--- src/rtl/hash_controller.sv ---
// Top-level block-hash sequencer: loads message/IV, handshakes NUM_ROUNDS rounds with the round
// controller, commits each result and pulses done. Define HASH_CTRL_TIMEOUT_EN for the watchdog.
module hash_controller #(
  parameter int unsigned NUM_ROUNDS  = 8,
  parameter int unsigned TIMEOUT_CYC = 255,
  localparam int unsigned RoundW     = (NUM_ROUNDS > 2) ? $clog2(NUM_ROUNDS) : 1
) (
  input  logic              clk_i,
  input  logic              rst_ni,
  input  logic              start_i,
  input  logic              abort_i,
  input  logic              done_rnd_i,
  output logic              ready_o,
  output logic              busy_o,
  output logic              ld_msg_o,
  output logic              ld_hash_init_o,
  output logic              start_rnd_o,
  output logic              upd_hash_o,
  output logic [RoundW-1:0] round_idx_o,
  output logic              done_o,
  output logic              err_o
);

  localparam logic [RoundW-1:0] LastRound = RoundW'(NUM_ROUNDS - 1);

  typedef enum logic [2:0] {
    StIdle,
    StLoad,
    StKick,
    StArm,
    StRun,
    StUpdate,
    StFinish
  } state_e;

  state_e            state_q, state_d;
  logic [RoundW-1:0] round_idx_q, round_idx_d;
  logic              accept;
  logic              timeout;

  assign accept = (state_q == StIdle) && start_i && done_rnd_i && !abort_i;

`ifdef HASH_CTRL_TIMEOUT_EN
  localparam int unsigned   CntW    = $clog2(TIMEOUT_CYC + 1);
  // Leave on the cycle whose increment would make the count reach TIMEOUT_CYC.
  localparam logic [CntW-1:0] CntLast = CntW'(TIMEOUT_CYC - 1);

  logic [CntW-1:0] cnt_q, cnt_d;
  logic            err_q, err_d;

  assign timeout = ((state_q == StArm) || (state_q == StRun)) && (cnt_q == CntLast);

  always_comb begin
    cnt_d = cnt_q;
    if (state_q == StKick) begin
      cnt_d = '0;
    end else if ((state_q == StArm) || (state_q == StRun)) begin
      cnt_d = cnt_q + CntW'(1);
    end
  end

  always_comb begin
    err_d = err_q;
    if (accept) begin
      err_d = 1'b0;
    end else if (timeout && !abort_i) begin
      err_d = 1'b1;
    end
  end

  always_ff @(posedge clk_i or negedge rst_ni) begin
    if (!rst_ni) begin
      cnt_q <= '0;
      err_q <= 1'b0;
    end else begin
      cnt_q <= cnt_d;
      err_q <= err_d;
    end
  end

  assign err_o = err_q;
`else
  logic unused_timeout_cyc;
  assign unused_timeout_cyc = |TIMEOUT_CYC;
  assign timeout            = 1'b0;
  assign err_o              = 1'b0;
`endif

  always_comb begin
    state_d     = state_q;
    round_idx_d = round_idx_q;
    unique case (state_q)
      StIdle: begin
        if (accept) begin
          state_d     = StLoad;
          round_idx_d = '0;
        end
      end
      StLoad:   state_d = StKick;
      StKick:   state_d = StArm;
      StArm:    if (!done_rnd_i) state_d = StRun;
      StRun:    if (done_rnd_i) state_d = StUpdate;
      StUpdate: begin
        if (round_idx_q == LastRound) begin
          state_d = StFinish;
        end else begin
          round_idx_d = round_idx_q + RoundW'(1);
          state_d     = StKick;
        end
      end
      StFinish: state_d = StIdle;
      default:  state_d = StIdle;
    endcase

    if (abort_i && (state_q != StIdle)) begin
      state_d     = StIdle;
      round_idx_d = '0;
    end else if (timeout) begin
      state_d = StIdle;
    end
  end

  always_ff @(posedge clk_i or negedge rst_ni) begin
    if (!rst_ni) begin
      state_q     <= StIdle;
      round_idx_q <= '0;
    end else begin
      state_q     <= state_d;
      round_idx_q <= round_idx_d;
    end
  end

  assign ready_o        = (state_q == StIdle) && done_rnd_i;
  assign busy_o         = (state_q != StIdle);
  assign ld_msg_o       = (state_q == StLoad);
  assign ld_hash_init_o = (state_q == StLoad);
  assign start_rnd_o    = (state_q == StKick);
  assign upd_hash_o     = (state_q == StUpdate);
  assign done_o         = (state_q == StFinish);
  assign round_idx_o    = round_idx_q;

endmodule

--- config.mk ---
export PLATFORM = sky130hd
export DESIGN_NAME = hash_controller
export DESIGN_NICKNAME = d
export VERILOG_FILES = /design/src/rtl/hash_controller.sv
export SDC_FILE = /design/constraint.sdc
export NUM_CORES = 1
export LEC_CHECK = 0
export BUFFER_PORTS_ARGS = -buffer_cell sky130_fd_sc_hd__buf_2
export CORE_AREA = 2 2 39 41
export CTS_CLUSTER_DIAMETER = 30
export CTS_CLUSTER_SIZE = 12
export DETAILED_ROUTE_END_ITERATION = 10
export DIE_AREA = 0 0 41 43
export SLEW_MARGIN = 20
export SYNTH_ARGS = -nofsm -noshare
export SYNTH_HDL_FRONTEND = slang
export SYNTH_SLANG_ARGS = --single-unit
--- constraint.sdc ---
create_clock -name clk_i -period 1.35 [get_ports clk_i]
set_input_delay 0.0675 -clock clk_i [delete_from_list [all_inputs] [get_ports clk_i]]
set_output_delay 0.0675 -clock clk_i [all_outputs]
set_load 0.02 [all_outputs]
==> results of run 1 <==
==> layout make-up <==
type / instances / area share [%]
Multi-Input combinational cell: 31 / 41.4
Sequential cell: 6 / 23.7
Inverter: 3 / 1.75
Clock buffer: 4 / 4.09
Tap cell: 16 / 3.11
Timing Repair Buffer: 24 / 25.9
==> registers in the layout, indices dropped and copies added (netlist names) <==
signal	cells
round_idx_o	3
state_q	3
==> power groups by stage <==
| stage | combinational, mW | sequential (mW) | clock [mW] |
|---|---|---|---|
| floorplan | 0.0648 | 0.197 | 0 |
| global placement | 0.113 | 0.193 | 0 |
| detailed placement | 0.113 | 0.193 | 0 |
| CTS | 0.134 | 0.191 | 0.186 |
| global route | 0.166 | 0.192 | 0.189 |
| finish | 0.152 | 0.191 | 0.174 |
==> layout by cell type, fill, tap and decap left out, types with 2 or more instances in the layout <==
master and instances:
sky130_fd_sc_hd__buf_2 11, sky130_fd_sc_hd__buf_6 3, sky130_fd_sc_hd__dfrtp_2 2, sky130_fd_sc_hd__nor3_1 2, sky130_fd_sc_hd__buf_4 9, sky130_fd_sc_hd__ha_4 2
sky130_fd_sc_hd__nor3_2 3, sky130_fd_sc_hd__nand2b_1 2, sky130_fd_sc_hd__clkbuf_4 3, sky130_fd_sc_hd__mux2i_1 2, sky130_fd_sc_hd__a21oi_1 2, sky130_fd_sc_hd__dfrtp_1 4
sky130_fd_sc_hd__inv_1 3
==> per-layer routing <==
| layer | up-vias | global-route usage [%] |
|---|---|---|
| met4 | 0 | 8.00 |
| met5 | - | 0 |
| met1 | 184 | 16.5 |
| li1 | 197 | - |
| met2 | 10 | 17.5 |
| met3 | 2 | 1.57 |
==> cell families (layout without fill, tap and decap cells) <==
family                     after synthesis  in the layout  synth area share, %
muxes                                    2              2                 5.10
and+or+nand+nor                         21             21                 33.8
other                                    1              1                0.954
DFF                                      6              6                 38.2
xor gates and xnor gates                 1              1                 2.23
adders and majority gates                2              2                 6.37
AOI/OAI and AO/OA                        4              4                 5.41
buffers and inverters                    6             31                 7.96
==> what timing repair did <==
| item | 4_1_cts | 5_1_grt |
|---|---|---|
| endpoints found under the hold margin | 6 | 0 |
| endpoints found under the setup margin | 5 | 8 |
| pin swaps | 1 | 5 |
| gates resized for setup | 4 | 9 |
| setup buffers | 1 | 0 |
| hold buffers | 1 | 0 |
| cloned | 0 | 0 |
==> critical path, cell delays in order (launching register included) <==
cell and delay, ns:
sky130_fd_sc_hd__dfrtp_2 0.42, sky130_fd_sc_hd__ha_4 0.17, sky130_fd_sc_hd__ha_4 0.15, sky130_fd_sc_hd__and4bb_2 0.34, sky130_fd_sc_hd__mux2i_1 0.22, sky130_fd_sc_hd__nor3_2 0.06
==> synth_stat cells, drive strengths merged (2+ instances only) <==
cell type  instances  share of area, %
a21oi              2               2.5
and2               2               3.8
buf                3               5.1
dfrtp              6                38
ha                 2               6.4
inv                3               2.9
mux2i              2               5.1
nand2b             2               3.2
nor3               5               6.4
or3                2               3.2
==> worst max-delay path by stage <==
stage / endpoint / slack (ns)
CTS: round_idx_o[1] / -0.13
global placement: round_idx_o[1] / -0.09
detailed placement: round_idx_o[1] / -0.11
global route: round_idx_o[1] / -0.17
floorplan: round_idx_o[1] / -0.13
finish: round_idx_o[1] / -0.13
==> per-stage QoR <==
| step | total power, mW | instances | setup WS (ns) | TNS [ns] | area, µm² |
|---|---|---|---|---|---|
| after global placement | 0.306 | 78 | -0.0932 | -0.206 | 551 |
| after floorplan | 0.262 | 43 | -0.129 | -0.308 | 420 |
| after global routing | 0.546 | 84 | -0.169 | -0.556 | 643 |
| final | 0.518 | 84 | -0.127 | -0.334 | 643 |
| after detailed placement | 0.307 | 78 | -0.111 | -0.261 | 551 |
| after CTS | 0.511 | 84 | -0.126 | -0.391 | 608 |
==> impl_results.html, run 1 <==
<table>
<tr><th>Metric</th><th>Value</th></tr>
<tr><th colspan="2">Place</th></tr>
<tr><td>Number of I/O port buffers</td><td>14</td></tr>
<tr><td>Global placement routability congestion</td><td>around 0.76</td></tr>
<tr><td>Dpl hpwl</td><td>approximately 750 µm</td></tr>
<tr><th colspan="2">GRT</th></tr>
<tr><td>Overall routing resource usage</td><td>roughly 12%</td></tr>
<tr><td>Total grt overflow</td><td>0</td></tr>
<tr><td>Antenna violations before repair</td><td>0</td></tr>
<tr><td>Vias in the first global route</td><td>~350</td></tr>
<tr><td>Pin count of the biggest net entering global routing</td><td>9</td></tr>
<tr><td>First-pass GRT wire length</td><td>about 1500 µm</td></tr>
<tr><th colspan="2">STA</th></tr>
<tr><td># setup viols final</td><td>4</td></tr>
<tr><td>Final-report hold violation count</td><td>0</td></tr>
<tr><td>Unrepaired setup endpoints after global routing</td><td>yes</td></tr>
<tr><td>Final critical delay including setup and external delays</td><td>~1.5 ns</td></tr>
<tr><td>Min Hold Slack</td><td>0.0791 ns</td></tr>
<tr><td>Final-report max-slew violation count</td><td>0</td></tr>
<tr><td>Post-Route Skew</td><td>between 0.01 and 0.015 ns</td></tr>
<tr><td>Post-route clock period utilization</td><td>109%</td></tr>
<tr><td>Maximum clock rate</td><td>between 600 and 700 MHz</td></tr>
<tr><td>Setup ws final</td><td>-0.127 ns</td></tr>
<tr><th colspan="2">Worst setup path</th></tr>
<tr><td>Reg2Reg Depth</td><td>5</td></tr>
<tr><td>Largest fanout on the critical path</td><td>3</td></tr>
<tr><td>Classification of the worst setup path</td><td>reg2reg</td></tr>
<tr><td>Worst reg2reg setup slack</td><td>-0.13 ns</td></tr>
<tr><td>Type of origin of the critical path</td><td>flop</td></tr>
<tr><td>Data required time at the worst endpoint</td><td>about 1.5 ns</td></tr>
<tr><td>Type of destination of the critical path</td><td>flop</td></tr>
<tr><td>Data arrival, critical path</td><td>1.60 ns</td></tr>
<tr><td>CP startpoint</td><td>round_idx_o[0]</td></tr>
<tr><td>Worst R2R End</td><td>round_idx_o[1]</td></tr>
<tr><td>Startpoint of the worst-slack reg-to-reg timing path</td><td>round_idx_o[0]</td></tr>
<tr><th colspan="2">Synthesis</th></tr>
<tr><td>Gate count after technology mapping</td><td>43</td></tr>
<tr><td>Number of synthesized flops with an enable pin</td><td>0</td></tr>
<tr><td>Cell Area, Synth</td><td>just under 400 µm²</td></tr>
<tr><td>Share of synthesized flip-flops with an asynchronous set or reset</td><td>100%</td></tr>
<tr><td>Yosys reg bits</td><td>6</td></tr>
<tr><td>Mapped Avg Cell Area</td><td>between 9 and 10 µm²</td></tr>
<tr><td>Syn Nets</td><td>50</td></tr>
<tr><td>Proportion of synthesized chip area in sequential cells</td><td>a little under two fifths</td></tr>
<tr><td>Unique masters post-synth</td><td>26</td></tr>
<tr><td>Yosys warns</td><td>0</td></tr>
<tr><td>Flip-flop cell with the highest count after synthesis</td><td>sky130_fd_sc_hd__dfrtp_1</td></tr>
<tr><th colspan="2">Floorplan</th></tr>
<tr><td>Top-Level Pins</td><td>16</td></tr>
<tr><td>Core Region</td><td>1380 µm²</td></tr>
<tr><td># rows</td><td>14</td></tr>
<tr><td>Initial standard-cell utilization of the core</td><td>between 20 and 30%</td></tr>
<tr><td>Die outline width</td><td>about 41 µm</td></tr>
<tr><td>Die area</td><td>1760 µm²</td></tr>
<tr><td>Height of the die</td><td>around 43 µm</td></tr>
<tr><th colspan="2">Clock tree</th></tr>
<tr><td>Clock Latency Late Sink</td><td>~0.24 ns</td></tr>
<tr><td>Clock sink count</td><td>6</td></tr>
<tr><td>H-tree level count</td><td>1</td></tr>
<tr><td>Clock Pin Slew Worst Setup and Hold Paths</td><td>approximately 0.05 ns</td></tr>
<tr><td>TritonCTS clock tree</td><td>done</td></tr>
<tr><td>Clk buf depth</td><td>2</td></tr>
<tr><td>CTS root buffer</td><td>sky130_fd_sc_hd__clkbuf_4</td></tr>
<tr><td>Number of CTS-inserted buffers</td><td>3</td></tr>
<tr><th colspan="2">Final layout</th></tr>
<tr><td>Util after Layout</td><td>a little under half</td></tr>
<tr><td>Post-synthesis to final-layout area growth</td><td>63.7%</td></tr>
<tr><td>Area of the multi-input gates</td><td>roughly 270 µm²</td></tr>
<tr><td>Layout cells sized above 1</td><td>57.4%</td></tr>
<tr><td>Number of nets in the final layout</td><td>76</td></tr>
<tr><td>Diode insertion count for antenna repair</td><td>0</td></tr>
<tr><td>Area of all sequential standard cells</td><td>about 150 µm²</td></tr>
<tr><td>Fill cell count</td><td>approximately 140</td></tr>
<tr><th colspan="2">Drt</th></tr>
<tr><td>Final wirelength</td><td>approximately 960 µm</td></tr>
<tr><td>Average via count per standard cell</td><td>4.68</td></tr>
<tr><td>Routed wire length per instance</td><td>11.4 µm</td></tr>
<tr><td>Pre-Repair DR Iteration Count</td><td>2</td></tr>
<tr><td>Number of vias after detailed routing</td><td>between 300 and 400</td></tr>
<tr><td>Number of DRC violations after detailed routing</td><td>0</td></tr>
<tr><td>Starting DRC count in detailed routing</td><td>7</td></tr>
<tr><td>Met3 wire length</td><td>42 µm</td></tr>
<tr><td>DRT antenna net count</td><td>0</td></tr>
<tr><td>Detail Route met2 WL</td><td>between 400 and 500 µm</td></tr>
<tr><td>Top layer reached by signal wires</td><td>met4</td></tr>
<tr><td>Met1 wire length</td><td>415 µm</td></tr>
<tr><th colspan="2">Job</th></tr>
<tr><td>Number of violations of the max-capacitance limit</td><td>0</td></tr>
<tr><th colspan="2">Power</th></tr>
<tr><td>Proportion of power drawn by the clock network</td><td>33.7%</td></tr>
<tr><td>Combinational group share of total power</td><td>just under 30%</td></tr>
<tr><td>Leakage power summed over all cells</td><td>roughly 0.31 nW</td></tr>
<tr><td>Part of the total power dissipated in sequential elements</td><td>a little under two fifths</td></tr>
<tr><td>Switching power</td><td>~150 µW</td></tr>
<tr><td>Cell internal power dissipation</td><td>372 µW</td></tr>
<tr><td>Maximum vdd ir drop</td><td>approximately 350 µV</td></tr>
<tr><td>Pwr/cell area</td><td>slightly above 800 nW/µm²</td></tr>
<tr><td>Switching part of the total</td><td>between 20% and 30%</td></tr>
<tr><th colspan="2">Hold path</th></tr>
<tr><td>Worst min-delay path startpoint</td><td>abort_i</td></tr>
<tr><td>Capture endpoint of the worst hold path</td><td>state_q[2]</td></tr>
<tr><td>Hold Crit Class</td><td>in2reg</td></tr>
<tr><td>Worst Hold Path Cells</td><td>2</td></tr>
<tr><th colspan="2">Status</th></tr>
<tr><td>Failing checks</td><td>negative setup slack</td></tr>
<tr><td>Outcome</td><td>finished with violations</td></tr>
</table>
Note: power is estimated with default switching activity, not from simulation.
==> run 2: changes to the inputs <==
--- a/config.mk
+++ b/config.mk
@@ -11,6 +11,8 @@
 export CTS_CLUSTER_SIZE = 12
 export DETAILED_ROUTE_END_ITERATION = 10
 export DIE_AREA = 0 0 41 43
+export GPL_ROUTABILITY_DRIVEN = 0
+export SETUP_SLACK_MARGIN = 0.3
 export SLEW_MARGIN = 20
 export SYNTH_ARGS = -nofsm -noshare
 export SYNTH_HDL_FRONTEND = slang
==> impl_results.html, run 2 (synthesis gave the netlist of run 1 again) <==
<table>
<tr><th>Metric</th><th>Value</th></tr>
<tr><th colspan="2">Floorplan</th></tr>
<tr><td>Die outline width</td><td>between 40 and 50 µm</td></tr>
<tr><td># rows</td><td>14</td></tr>
<tr><td>Die area</td><td>between 1500 and 2000 µm²</td></tr>
<tr><td>Height of the die</td><td>between 40 and 50 µm</td></tr>
<tr><td>Core Region</td><td>1380 µm²</td></tr>
<tr><td>Top-Level Pins</td><td>16</td></tr>
<tr><td>Initial standard-cell utilization of the core</td><td>~28%</td></tr>
<tr><th colspan="2">Clock tree</th></tr>
<tr><td>TritonCTS clock tree</td><td>done</td></tr>
<tr><td>H-tree level count</td><td>1</td></tr>
<tr><td>Clk buf depth</td><td>2</td></tr>
<tr><td>Clock sink count</td><td>6</td></tr>
<tr><td>Clock Latency Late Sink</td><td>0.25 ns</td></tr>
<tr><td>Clock Pin Slew Worst Setup and Hold Paths</td><td>~0.05 ns</td></tr>
<tr><td>CTS root buffer</td><td>sky130_fd_sc_hd__clkbuf_4</td></tr>
<tr><td>Number of CTS-inserted buffers</td><td>3</td></tr>
<tr><th colspan="2">Power</th></tr>
<tr><td>Maximum vdd ir drop</td><td>about 550 µV</td></tr>
<tr><td>Leakage power summed over all cells</td><td>0.346 nW</td></tr>
<tr><td>Pwr/cell area</td><td>between 700 and 800 nW/µm²</td></tr>
<tr><th colspan="2">STA</th></tr>
<tr><td>Final-report max-slew violation count</td><td>0</td></tr>
<tr><td>Post-route clock period utilization</td><td>107%</td></tr>
<tr><td>Post-Route Skew</td><td>slightly above 0.007 ns</td></tr>
<tr><td>Maximum clock rate</td><td>just under 700 MHz</td></tr>
<tr><td># setup viols final</td><td>6</td></tr>
<tr><td>Setup ws final</td><td>-0.0953 ns</td></tr>
<tr><td>Final-report hold violation count</td><td>0</td></tr>
<tr><td>Unrepaired setup endpoints after global routing</td><td>yes</td></tr>
<tr><td>Final critical delay including setup and external delays</td><td>between 1 and 1.5 ns</td></tr>
<tr><th colspan="2">Worst setup path</th></tr>
<tr><td>Family with the most delay on the worst path</td><td>flip-flops</td></tr>
<tr><td>Slowest stage cell on the critical path</td><td>sky130_fd_sc_hd__dfrtp_2</td></tr>
<tr><td>Critical path cell sequence</td><td>ha_4 &gt; ha_4 &gt; and4bb_4 &gt; mux2i_1 &gt; nor3_1</td></tr>
<tr><td>Type of origin of the critical path</td><td>flop</td></tr>
<tr><td>Worst R2R End</td><td>round_idx_o[1]</td></tr>
<tr><td>Type of destination of the critical path</td><td>flop</td></tr>
<tr><td>Classification of the worst setup path</td><td>reg2reg</td></tr>
<tr><td>Reg2Reg Depth</td><td>5</td></tr>
<tr><td>Startpoint of the worst-slack reg-to-reg timing path</td><td>round_idx_o[1]</td></tr>
<tr><td>Cell with the most instances on the worst path</td><td>sky130_fd_sc_hd__ha_4</td></tr>
<tr><td>Data arrival, critical path</td><td>1.57 ns</td></tr>
<tr><td>Worst reg2reg setup slack</td><td>-0.1 ns</td></tr>
<tr><td>Data required time at the worst endpoint</td><td>between 1 and 1.5 ns</td></tr>
<tr><td>CP peak stage delay</td><td>around 0.42 ns</td></tr>
<tr><td>Largest fanout on the critical path</td><td>3</td></tr>
<tr><td>Number of buffer and inverter stages on the critical path</td><td>0</td></tr>
<tr><th colspan="2">Place</th></tr>
<tr><td>Placement Cell Area</td><td>551 µm²</td></tr>
<tr><td>Setup WS pre-CTS</td><td>-0.106 ns</td></tr>
<tr><td>Dpl hpwl</td><td>708 µm</td></tr>
<tr><td>Number of I/O port buffers</td><td>14</td></tr>
<tr><th colspan="2">Hold path</th></tr>
<tr><td>Worst min-delay path startpoint</td><td>abort_i</td></tr>
<tr><td>Worst Hold Path Cells</td><td>2</td></tr>
<tr><td>Capture endpoint of the worst hold path</td><td>state_q[2]</td></tr>
<tr><td>Hold Crit Class</td><td>in2reg</td></tr>
<tr><th colspan="2">Drt</th></tr>
<tr><td>Number of DRC violations after detailed routing</td><td>0</td></tr>
<tr><td>Routed wire length per instance</td><td>~12 µm</td></tr>
<tr><td>Pre-Repair DR Iteration Count</td><td>4</td></tr>
<tr><td>DRT antenna net count</td><td>0</td></tr>
<tr><td>Number of vias after detailed routing</td><td>about 420</td></tr>
<tr><td>Starting DRC count in detailed routing</td><td>5</td></tr>
<tr><td>Final wirelength</td><td>1100 µm</td></tr>
<tr><td>Average via count per standard cell</td><td>4.70</td></tr>
<tr><th colspan="2">GRT</th></tr>
<tr><td>First-pass GRT wire length</td><td>roughly 1600 µm</td></tr>
<tr><td>Vias in the first global route</td><td>between 400 and 500</td></tr>
<tr><td>Antenna violations before repair</td><td>0</td></tr>
<tr><td>Pin count of the biggest net entering global routing</td><td>9</td></tr>
<tr><td>Total grt overflow</td><td>0</td></tr>
<tr><td>Overall routing resource usage</td><td>between 10% and 20%</td></tr>
<tr><th colspan="2">Final layout</th></tr>
<tr><td>Diode insertion count for antenna repair</td><td>0</td></tr>
<tr><td>Number of nets in the final layout</td><td>81</td></tr>
<tr><td>Area of the multi-input gates</td><td>about 300 µm²</td></tr>
<tr><td>Fill cell count</td><td>about 120</td></tr>
<tr><td>Layout cells sized above 1</td><td>around two thirds</td></tr>
<tr><td>Total non-filler cell area in the finished layout</td><td>approximately 780 µm²</td></tr>
<tr><td>Post-synthesis to final-layout area growth</td><td>98.7%</td></tr>
<tr><td>Area of all sequential standard cells</td><td>about 150 µm²</td></tr>
<tr><td>Most common library cell in the layout ignoring fill and taps</td><td>sky130_fd_sc_hd__buf_6</td></tr>
<tr><td>Most used cells in the layout excluding fill and tap cells</td><td>sky130_fd_sc_hd__buf_6, sky130_fd_sc_hd__buf_4, sky130_fd_sc_hd__buf_2, sky130_fd_sc_hd__nor3_1, sky130_fd_sc_hd__dfrtp_1</td></tr>
<tr><th colspan="2">Status</th></tr>
<tr><td>Outcome</td><td>finished with violations</td></tr>
<tr><td>Failing checks</td><td>negative setup slack</td></tr>
<tr><th colspan="2">Job</th></tr>
<tr><td>Number of violations of the max-capacitance limit</td><td>0</td></tr>
</table>
-- run 2: cell types whose count changed in the layout (fill, tap and decap cells not counted), sizes merged --
cell | previous run | this run
buf | 23 | 28
-- run 2: worst max path at each step --
stage                              start  slack, ns              to  cells after the start
after floorplan           round_idx_o[0]      -0.13  round_idx_o[1]                      5
after global placement    round_idx_o[1]      -0.09  round_idx_o[1]                      5
after detailed placement  round_idx_o[1]      -0.11  round_idx_o[1]                      5
after CTS                 round_idx_o[0]      -0.12  round_idx_o[1]                      5
after global routing      round_idx_o[0]      -0.17  round_idx_o[2]                      5
final                     round_idx_o[1]       -0.1  round_idx_o[1]                      5
-- run 2: timing repair --
action	4_1_cts	5_1_grt
hold buffers	1	0
hold endpoints to repair	6	0
setup buffers	4	3
gates resized for setup	24	16
pin swaps	8	8
endpoints found under the setup margin	12	14
gates cloned	0	0
-- run 2: cell type report --
cell class / instances / area share [%]
inverters: 3 / 2.40
clock buffers: 4 / 3.37
flip-flops and latches: 6 / 19.6
repair buffers: 29 / 33.5
multi-input cells: 31 / 38.6
well taps: 16 / 2.56
-- run 2: metal layers --
| layer | share of wire, % | GRT usage (%) | up-vias |
|---|---|---|---|
| li1 | - | - | 208 |
| met1 | 42 | 13.1 | 197 |
| met2 | 53 | 21.6 | 13 |
| met3 | 5.0 | 7.33 | 0 |
| met4 | 0 | 6.67 | 0 |
| met5 | 0 | 0 | - |
-- run 2: where the power goes --
group / total [mW] / switching (mW) / internal (mW) / leakage, nW
clock: 0.181 / 0.0687 / 0.112 / 0.0150
sequential: 0.190 / 0.00423 / 0.186 / 0.0794
combinational: 0.193 / 0.0916 / 0.101 / 0.252
-- run 2: per-stage QoR --
stage | utilization [%] | power, mW | std cells | TNS (ns) | hold slack (ns)
after floorplan | - | 0.274 | 43 | -0.308 | -0.228
after global placement | 39.8 | 0.309 | 77 | -0.210 | -0.103
after detailed placement | 39.8 | 0.309 | 77 | -0.237 | -0.101
after CTS | 50.5 | 0.541 | 86 | -0.408 | 0.0393
after global routing | 56.4 | 0.598 | 89 | -0.712 | 0.0553
final | 56.4 | 0.564 | 89 | -0.341 | 0.0555
==> run 3: changes to the inputs <==
==> constraint.sdc (replaced) <==
create_clock -name clk_i -period 1.35 [get_ports clk_i]
set_input_delay 0.0675 -clock clk_i [delete_from_list [all_inputs] [get_ports clk_i]]
set_output_delay 0.0675 -clock clk_i [all_outputs]
set_load 0.05 [all_outputs]
==> impl_results.html, run 3 (synthesis gave the netlist of run 1 again) <==
<table>
<tr><th>Metric</th><th>Value</th></tr>
<tr><th colspan="2">Status</th></tr>
<tr><td>Outcome</td><td>finished with violations</td></tr>
<tr><td>Failing checks</td><td>negative setup slack</td></tr>
<tr><th colspan="2">STA</th></tr>
<tr><td>Final critical delay including setup and external delays</td><td>around 1.5 ns</td></tr>
<tr><td>Post-Route Skew</td><td>between 0.004 and 0.005 ns</td></tr>
<tr><td>Final-report max-slew violation count</td><td>0</td></tr>
<tr><td># setup viols final</td><td>4</td></tr>
<tr><td>Min Hold Slack</td><td>a little over 0.07 ns</td></tr>
<tr><td>Final-report hold violation count</td><td>0</td></tr>
<tr><td>Maximum clock rate</td><td>674 MHz</td></tr>
<tr><td>Unrepaired setup endpoints after global routing</td><td>yes</td></tr>
<tr><td>Setup ws final</td><td>-0.133 ns</td></tr>
<tr><td>Post-route clock period utilization</td><td>110%</td></tr>
<tr><td>Total negative setup slack</td><td>-0.357 ns</td></tr>
<tr><th colspan="2">Drt</th></tr>
<tr><td>Starting DRC count in detailed routing</td><td>3</td></tr>
<tr><td>Average via count per standard cell</td><td>about 5</td></tr>
<tr><td>Routed wire length per instance</td><td>~13 µm</td></tr>
<tr><td>Number of DRC violations after detailed routing</td><td>0</td></tr>
<tr><td>Number of vias after detailed routing</td><td>420</td></tr>
<tr><td>DRT antenna net count</td><td>0</td></tr>
<tr><td>Final wirelength</td><td>1120 µm</td></tr>
<tr><td>Pre-Repair DR Iteration Count</td><td>2</td></tr>
<tr><th colspan="2">Place</th></tr>
<tr><td>Dpl hpwl</td><td>705 µm</td></tr>
<tr><td>Placement Cell Area</td><td>~550 µm²</td></tr>
<tr><td>Number of I/O port buffers</td><td>14</td></tr>
<tr><th colspan="2">Floorplan</th></tr>
<tr><td>Die area</td><td>about 1800 µm²</td></tr>
<tr><td>Initial standard-cell utilization of the core</td><td>28.4%</td></tr>
<tr><td>Die outline width</td><td>a little over 40 µm</td></tr>
<tr><td>Height of the die</td><td>43 µm</td></tr>
<tr><td>Top-Level Pins</td><td>16</td></tr>
<tr><td># rows</td><td>14</td></tr>
<tr><td>Core Region</td><td>1380 µm²</td></tr>
<tr><th colspan="2">Worst setup path</th></tr>
<tr><td>CP peak stage delay</td><td>approximately 0.42 ns</td></tr>
<tr><td>Data arrival, critical path</td><td>~1.6 ns</td></tr>
<tr><td>Slowest stage cell on the critical path</td><td>sky130_fd_sc_hd__dfrtp_2</td></tr>
<tr><td>Data required time at the worst endpoint</td><td>between 1 and 1.5 ns</td></tr>
<tr><td>Cell with the most instances on the worst path</td><td>sky130_fd_sc_hd__ha_4</td></tr>
<tr><td>Critical path cell sequence</td><td>ha_4 &gt; ha_4 &gt; and4bb_4 &gt; mux2i_1 &gt; nor3_1</td></tr>
<tr><td>Largest fanout on the critical path</td><td>3</td></tr>
<tr><td>Type of destination of the critical path</td><td>flop</td></tr>
<tr><td>Classification of the worst setup path</td><td>reg2reg</td></tr>
<tr><td>Type of origin of the critical path</td><td>flop</td></tr>
<tr><td>Family with the most delay on the worst path</td><td>flip-flops</td></tr>
<tr><td>Number of buffer and inverter stages on the critical path</td><td>0</td></tr>
<tr><th colspan="2">Final layout</th></tr>
<tr><td>Diode insertion count for antenna repair</td><td>0</td></tr>
<tr><td>Post-synthesis to final-layout area growth</td><td>98.4%</td></tr>
<tr><td>Number of nets in the final layout</td><td>76</td></tr>
<tr><td>Util after Layout</td><td>between 50% and 60%</td></tr>
<tr><td>Layout cells sized above 1</td><td>between 60% and 70%</td></tr>
<tr><td>Most common library cell in the layout ignoring fill and taps</td><td>sky130_fd_sc_hd__buf_6</td></tr>
<tr><td>Most used cells in the layout excluding fill and tap cells</td><td>sky130_fd_sc_hd__buf_6, sky130_fd_sc_hd__buf_8, sky130_fd_sc_hd__buf_4, sky130_fd_sc_hd__buf_2, sky130_fd_sc_hd__dfrtp_1</td></tr>
<tr><td>Total non-filler cell area in the finished layout</td><td>roughly 780 µm²</td></tr>
<tr><th colspan="2">Clock tree</th></tr>
<tr><td>Clock sink count</td><td>6</td></tr>
<tr><td>TritonCTS clock tree</td><td>done</td></tr>
<tr><td>Clock Latency Late Sink</td><td>about 0.25 ns</td></tr>
<tr><td>Clk buf depth</td><td>2</td></tr>
<tr><td>CTS root buffer</td><td>sky130_fd_sc_hd__clkbuf_4</td></tr>
<tr><td>Number of CTS-inserted buffers</td><td>3</td></tr>
<tr><td>Clock Pin Slew Worst Setup and Hold Paths</td><td>roughly 0.050 ns</td></tr>
<tr><td>H-tree level count</td><td>1</td></tr>
<tr><th colspan="2">GRT</th></tr>
<tr><td>Overall routing resource usage</td><td>between 10 and 15%</td></tr>
<tr><td>Vias in the first global route</td><td>between 400 and 500</td></tr>
<tr><td>Pin count of the biggest net entering global routing</td><td>9</td></tr>
<tr><td>Total grt overflow</td><td>0</td></tr>
<tr><td>First-pass GRT wire length</td><td>between 1500 and 2000 µm</td></tr>
<tr><td>Antenna violations before repair</td><td>0</td></tr>
<tr><th colspan="2">Job</th></tr>
<tr><td>Number of violations of the max-capacitance limit</td><td>0</td></tr>
<tr><th colspan="2">Power</th></tr>
<tr><td>Switching power</td><td>just over 200 µW</td></tr>
<tr><td>Switching part of the total</td><td>34.2%</td></tr>
<tr><td>Total Power Consumption</td><td>591 µW</td></tr>
<tr><td>Maximum vdd ir drop</td><td>628 µV</td></tr>
<tr><td>Pwr/cell area</td><td>around 760 nW/µm²</td></tr>
<tr><td>Combinational group share of total power</td><td>a little under two fifths</td></tr>
<tr><td>Proportion of power drawn by the clock network</td><td>30.3%</td></tr>
<tr><td>Leakage power summed over all cells</td><td>between 0.3 and 0.4 nW</td></tr>
<tr><td>Part of the total power dissipated in sequential elements</td><td>between 30% and 40%</td></tr>
<tr><td>Cell internal power dissipation</td><td>389 µW</td></tr>
<tr><th colspan="2">Hold path</th></tr>
<tr><td>Hold Crit Class</td><td>in2reg</td></tr>
</table>
run 3: final timing paths:
path | from | endpoint | slack (ns) | cells past startpoint
min | abort_i | state_q[2] | 0.07 | 2
min in group asynchronous | rst_ni | round_idx_o[2] | 0.18 | 2
max in group asynchronous | rst_ni | round_idx_o[1] | 1.01 | 2
min reg2reg | state_q[2] | state_q[2] | 0.72 | 3
max reg2reg | round_idx_o[0] | round_idx_o[2] | -0.13 | 5
max | round_idx_o[0] | round_idx_o[2] | -0.13 | 5
run 3: metrics by stage:
step	setup slack [ns]	std cells
3_3_place_gp	-0.110	76
3_5_place_dp	-0.100	76
5_1_grt	-0.181	84
4_1_cts	-0.152	82
2_1_floorplan	-0.217	43
6_report	-0.133	84
run 3: per-layer routing:
layer | global-route usage (%) | up-vias | wire (µm)
met2 | 24.7 | 14 | 656
li1 | - | 199 | -
met4 | 4.00 | 0 | 0
met5 | 0 | - | 0
met3 | 6.28 | 0 | 65
met1 | 15.1 | 207 | 401
run 3: cell type report:
class	instances	area, µm²
sequential	6	153
tap	16	20.0
inverter	3	18.8
timing repair buffer	24	248
fill	125	604
clock buffer	4	26.3
multi-input combinational	31	314
run 3: power by group through the flow:
stage | combinational, mW | sequential, mW | clock (mW)
floorplan | 0.118 | 0.200 | 0
global placement | 0.154 | 0.192 | 0
detailed placement | 0.155 | 0.192 | 0
CTS | 0.211 | 0.190 | 0.187
global route | 0.235 | 0.191 | 0.199
finish | 0.221 | 0.191 | 0.179
run 3: timing repair:
item	CTS	global route
setup buffers	1	2
gates resized for setup	40	7
pin swaps	6	4
endpoints found under the setup margin	15	15
gates cloned	0	0
endpoints found under the hold margin	6	0
hold buffers	1	0
